`src/rtl/ptp_a.sv`:
```
// Input parallel-to-parallel stage (type A): assembles MSB-first words from byte or bit
// chunks and holds each completed word under a valid/ack handshake.
module ptp_a #(
  parameter int WORD_WIDTH  = 32,
  parameter int CHUNK_WIDTH = 8
) (
  input  logic                   control_i,
  input  logic                   reset_ni,
  input  logic                   serialise_i,
  input  logic                   load_i,
  input  logic                   ack_i,
  input  logic                   clear_overrun_i,
  input  logic [CHUNK_WIDTH-1:0] value_i,
  output logic [WORD_WIDTH-1:0]  value_o,
  output logic                   valid_o,
  output logic                   overrun_o,
  output logic [5:0]             count_o
);

  typedef enum logic [0:0] {
    FILL = 1'b0,
    FULL = 1'b1
  } state_t;

  localparam logic [5:0] LAST_BYTE = 6'(WORD_WIDTH / CHUNK_WIDTH - 1);
  localparam logic [5:0] LAST_BIT  = 6'(WORD_WIDTH - 1);

  state_t                  state_q;
  logic                    mode_q;
  logic [WORD_WIDTH-1:0]   sr_q;
  logic [5:0]              count_q;
  logic [WORD_WIDTH-1:0]   value_q;
  logic                    valid_q;
  logic                    overrun_q;

  logic                    mode_chg_s;
  logic [WORD_WIDTH-1:0]   base_sr_s;
  logic [5:0]              base_cnt_s;
  logic [5:0]              last_idx_s;
  logic [WORD_WIDTH-1:0]   shifted_s;
  logic                    accept_s;
  logic                    last_s;
  logic [WORD_WIDTH-1:0]   sr_d;
  logic [5:0]              count_d;
  logic                    overrun_d;

  // Chunk acceptance, shift and count next-state; a mode change restarts the word
  always_comb begin
    mode_chg_s = (serialise_i != mode_q);
    base_sr_s  = {WORD_WIDTH{1'b0}};
    base_cnt_s = 6'd0;
    if (mode_chg_s) begin
      base_sr_s  = {WORD_WIDTH{1'b0}};
      base_cnt_s = 6'd0;
    end else begin
      base_sr_s  = sr_q;
      base_cnt_s = count_q;
    end

    if (serialise_i) begin
      last_idx_s = LAST_BIT;
      shifted_s  = {base_sr_s[WORD_WIDTH-2:0], value_i[0]};
    end else begin
      last_idx_s = LAST_BYTE;
      shifted_s  = {base_sr_s[WORD_WIDTH-CHUNK_WIDTH-1:0], value_i};
    end

    // In FULL a chunk is only taken when the held word is acknowledged on the same edge
    case (state_q)
      FILL:    accept_s = load_i;
      FULL:    accept_s = load_i & ack_i;
      default: accept_s = 1'b0;
    endcase

    last_s = accept_s & (base_cnt_s == last_idx_s);

    sr_d    = base_sr_s;
    count_d = base_cnt_s;
    if (accept_s) begin
      sr_d = shifted_s;
      if (last_s) begin
        count_d = 6'd0;
      end else begin
        count_d = base_cnt_s + 6'd1;
      end
    end else begin
      sr_d    = base_sr_s;
      count_d = base_cnt_s;
    end

    // Set beats clear when both land on the same edge
    if ((state_q == FULL) && load_i && !ack_i) begin
      overrun_d = 1'b1;
    end else if (clear_overrun_i) begin
      overrun_d = 1'b0;
    end else begin
      overrun_d = overrun_q;
    end
  end

  // Handshake FSM and all state registers
  always_ff @(posedge control_i) begin
    if (!reset_ni) begin
      state_q   <= FILL;
      mode_q    <= serialise_i;
      sr_q      <= {WORD_WIDTH{1'b0}};
      count_q   <= 6'd0;
      value_q   <= {WORD_WIDTH{1'b0}};
      valid_q   <= 1'b0;
      overrun_q <= 1'b0;
    end else begin
      mode_q    <= serialise_i;
      sr_q      <= sr_d;
      count_q   <= count_d;
      overrun_q <= overrun_d;
      case (state_q)
        FILL: begin
          if (last_s) begin
            value_q <= shifted_s;
            valid_q <= 1'b1;
            state_q <= FULL;
          end else begin
            state_q <= FILL;
          end
        end
        FULL: begin
          if (ack_i) begin
            valid_q <= 1'b0;
            state_q <= FILL;
          end else begin
            state_q <= FULL;
          end
        end
        default: begin
          valid_q <= 1'b0;
          state_q <= FILL;
        end
      endcase
    end
  end

  assign value_o   = value_q;
  assign valid_o   = valid_q;
  assign overrun_o = overrun_q;
  assign count_o   = count_q;

endmodule

```
`config.mk`:
```
export PLATFORM = sky130hd
export DESIGN_NAME = ptp_a
export DESIGN_NICKNAME = d
export VERILOG_FILES = /design/src/rtl/ptp_a.sv
export SDC_FILE = /design/constraint.sdc
export NUM_CORES = 1
export LEC_CHECK = 0
export CAP_MARGIN = 20
export CORE_MARGIN = 3
export CORE_UTILIZATION = 40
export DETAILED_ROUTE_END_ITERATION = 10
export PLACE_DENSITY = 0.72
export SYNTH_ARGS = -nofsm -noshare
export SYNTH_HDL_FRONTEND = slang
export SYNTH_SLANG_ARGS = --single-unit
```
`constraint.sdc`:
```
create_clock -name control_i -period 6.03 [get_ports control_i]
set_input_delay 1.206 -clock control_i [delete_from_list [all_inputs] [get_ports control_i]]
set_output_delay 1.206 -clock control_i [all_outputs]
set_load 0.05 [all_outputs]
```
# Yosys cells after proc, flatten, opt, wreduce, memory -nomap -nowiden
# Index checks and enable logic that the tools add are counted.
# totals
register_bits	73
in_bits	14
output_inout_bits	40
word_cells	37
# classes
add_sub_neg	1
eq_ne	4
mux	16
n_bitwise	3
reduce_logical	6
# op_table
cell	count
2-to-1 mux 31 bit	2
2-to-1 mux 32 bit	1
2-to-1 mux 6 bit	3
adder 6 x 1 -> 6 bit, second input constant	1
equality test 6 bit	1
2-to-1 mux 1 bit	6
one-hot mux 1 bit (2 select lines)	3
2-to-1 mux 5 bit	1
!= test 2 bit, second input constant	2
AND reduction 2 bit	2
AND 1 bit	2
logical AND 1 bit	2
nonzero test 2 bit	1
zero test 1 bit	1
!= test 1 bit	1
NOT 1 bit	1

# Logic depth before layout (Yosys ltp)
# logic_depth
word_depth	6
depth_mapped	10
mapped_depth_nobuf	8

# Worst setup path before layout
# OpenSTA, ideal clock, no wires.
# synth_timing
path_type	input to register
start	input serialise_i
end	register value_q[22], in the netlist value_o[22]
t_arrival_ns	2.710
t_required_ns	5.896
slack_ns	3.186
cell_stages	10
n_path_buf	2
path_cell_list	xnor2_2 nand2_1 inv_1 ha_1 nand2_1 a211oi_2 and2_1 buf_2 buf_4 a211oi_1
# synth_between
elab_chain_cells	5
word_cells_on_any_way	8
classes_between	2 x eq/ne; 4 x mux; 1 x bitwise; 1 x reduce/logical
# synth_lines
element	line	source
from (decl)	9	input logic serialise_i,
!= test 1 bit	49	mode_chg_s = (serialise_i != mode_q);
2-to-1 mux 6 bit	52	if (mode_chg_s) begin
equality test 6 bit	75	last_s = accept_s & (base_cnt_s == last_idx_s);
AND 1 bit	75	
AND reduction 2 bit (no line)	-	
to (signal assigned)	108	value_q <= {WORD_WIDTH{1'b0}};
to (signal assigned)	119	value_q <= shifted_s;
to (decl)	32	logic [WORD_WIDTH-1:0] value_q;
# Several ways; a longest one is shown, not always the timed one.
# A chain may end at the register's enable or synchronous reset.

# Worst setup path after layout
# layout_timing
start	input serialise_i
end	register value_q[0], in the netlist value_o[0]
# layout_between
elab_chain_cells	5
word_cells_on_any_way	6
classes_between	2 x eq/ne; 2 x mux; 1 x bitwise; 1 x reduce/logical
# layout_lines
element	line
!= test 1 bit	49
2-to-1 mux 6 bit	52
equality test 6 bit *	75
AND 1 bit *	75
AND reduction 2 bit (no line) *	-
# Every way passes the cells marked *; elsewhere a longest branch is shown, timed or not.

==> metrics.cfg <==
[global_route]
antenna_found_initial = 0
grt_pass1_vias = 2572
grt_max_degree = 64
grt_pass1_wl_um = 12500
grt_overflow = 0
grt_usage = 0.180

[yosys]
yosys.area_share.simple = 0.101
synth_fa_ha_area_frac = 0.00420
synth_top_family_by_area = compound AO/OA/AOI/OAI gates
synthMuxAreaShare = 0.00336
synth_edf_count = 0
ys_ff_latch = 73
synth_area_leader_cell = dfxtp_1
synth-compound-area-share = 0.336
synthXorXnorAreaFrac = 0.0143
syn_nets = 335
avgSynthCellArea_um2 = 9.30
synth-async-reset-ratio = 0
yosys_warnings = 0
seq_area_frac_synth = 0.491
yosys-top-cells-area = dfxtp_1 (49%), a2bb2oi_1 (8.5%), a211oi_1 (8.1%)
ys.flop_type = dfxtp_1
synth_common_cells = dfxtp_1 (73), a21oi_1 (41), nor2_1 (34)
synth_top_area_frac = 0.491
syn_area_um2 = 2980
synth_most_common_cell = dfxtp_1
syn_inst = 320
synth_cell_types = 34

[critical_path]
ff2ff_setup_slack_ps = 2700
timing.rr.end = value_o[0]
cpLargestDelayFamily = buffers and inverters
slowest_stage = and2_1
worstPathCellList = clkdlybuf4s50_1, xnor2_2, nand2_1, inv_1, ha_1, nand2_1, a211oi_4, buf_4, and2_1, buf_4, mux2i_1
crit_fanout = 32
crit_required_ps = 6300
arrival_ps = 4860
rr_worst_depth = 10
crit_path_start = serialise_i
cpPeakStageDelay_ps = 750
cp_num_buf_inv = 4
endpoint = value_o[0]
cp.depth = 11
startpoint_type = input pin
cp-end-kind = flip-flop
path_class = input pin to flip-flop
rr_startpoint = mode_q

[sta]
rsz0062_at_grt = no
min_period_ps = 4590
fin_crit_sh = 0.761
max_clock_freq_ghz = 0.218
skew_ps = 7.42
slew_headroom = 0.297
worst_slew_pin_slew_ps = 1050
tns_ps = 0
setup_violations = 0
hold_viol_final = 0
finalMaxSlewViolations = 0

[clock_network]
clockBufferDepth = 2
cts.repair.resized = 0
cts_tree = done
clock_latency_ps = 340
htree_levels = 3
cts_hold_buf = 0
cts_setup_buffers = 0
cts.sinks = 73
clk_pin_slew_ps = 70
cts_root_buffer = clkbuf_8
numCtsBuffers = 9

[cells_and_area]
multi_input_area_um2 = 1380
final_util = 0.536
regArea_um2 = 1460
areaGrowthSynthToFinish_pct = 26.5
diodes = 0
nNetsFinal = 376
fill_cells = 641
layout-drive-gt1-share = 0.0767

[route]
dr.first_iter.drc_count = 182
num_vias = 2559
wl_per_cell_um = 16.0
routed_wl_um = 7360
drc = 0
ant_nets = 0
drt_pass1_iterations = 5
vias_per_cell = 5.55

[floorplan]
core_area_um2 = 7020
die_area_um2 = 8510
die_h_um = 92.3
die_w_um = 92.3
start_util = 0.424
num_rows = 30
io_pins = 54

[place]
portBuffers = 53
gp_congestion = 0.832
dp_hpwl_um = 4590

[min_path]
hold_class = flip-flop to flip-flop

[power]
power_leakage_nw = 1.25
p_per_area_nw_per_um2 = 243
peakVddDrop_uv = 135

[job]
cap_viol_max_count = 0

[outcome]
status = finished, final reports clean

==> worst min-delay path by stage <==
stage / startpoint / endpoint / slack [ps] / cells past startpoint
2_1_floorplan: sr_q[24] / sr_q[24] / 460 / 2
3_3_place_gp: value_o[0] / value_o[0] / 460 / 2
3_5_place_dp: value_o[0] / value_o[0] / 470 / 2
4_1_cts: value_o[0] / value_o[0] / 480 / 2
5_1_grt: value_o[0] / value_o[0] / 520 / 2
6_report: value_o[0] / value_o[0] / 470 / 2
==> tightest hold or removal path, stage by stage, from the launching register on <==
cell and delay (ps):
dfxtp_1 320, nand2_1 50, mux2i_1 50
==> area by class of cell <==
| class | instances | area share |
|---|---|---|
| Inverter | 4 | 0.00399 |
| Clock buffer | 13 | 0.0449 |
| Tap cell | 96 | 0.0319 |
| Clock inverter | 2 | 0.00332 |
| Sequential cell | 73 | 0.388 |
| Multi-Input combinational cell | 213 | 0.368 |
| Timing Repair Buffer | 60 | 0.160 |
==> power by group <==
part / internal [mW] / switching, mW
Combinational: 0.0280 / 0.0446
Clock: 0.180 / 0.171
Sequential: 0.486 / 0.00396
==> sequential cells by signal (all words and copies together) (netlist names) <==
name,count
mode_q,1
overrun_o,1
value_o,32
state_q,1
valid_o,1
count_o,6
sr_q,31
==> layout by cell type (no fill, tap or decap), types with 2 or more instances in the layout <==
| cell | count |
|---|---|
| a211oi_1 | 32 |
| a21oi_1 | 40 |
| a22oi_1 | 25 |
| a2bb2oi_1 | 29 |
| a31o_2 | 2 |
| and2_1 | 5 |
| buf_4 | 6 |
| clkbuf_8 | 12 |
| clkdlybuf4s50_1 | 53 |
| dfxtp_1 | 73 |
| inv_1 | 3 |
| nand2_1 | 13 |
| nor2_1 | 34 |
| nor2b_1 | 9 |
| nor3_1 | 2 |
| o21a_1 | 2 |
| or4_1 | 2 |
| xor2_1 | 2 |
==> metal layers <==
metal,part of all wire,wire length (um),track usage
met5,0,0,0
met4,0.011,78,0.0569
met3,0.048,353,0.0517
met2,0.45,3290,0.274
met1,0.49,3640,0.246
==> through the flow <==
step	power, mW	area [um^2]	setup slack [ps]	cells	hold WS (ps)
after floorplan	0.548	2980	3190	320	456
after global placement	0.569	3560	1270	445	460
after detailed placement	0.571	3560	1090	445	469
after CTS	0.919	3740	1440	460	480
after global routing	0.950	3760	1150	461	522
final	0.913	3760	1440	461	475
==> cells by family (layout without fill, tap and decap cells) <==
logic type / count (synthesis) / count (layout)
mux: 1 / 1
xor+xnor: 4 / 4
compound gates: 140 / 140
buf+inv: 34 / 79
simple gates: 67 / 67
flops: 73 / 73
fa+ha+maj: 1 / 1
Note: power is estimated with default switching activity, not from simulation.
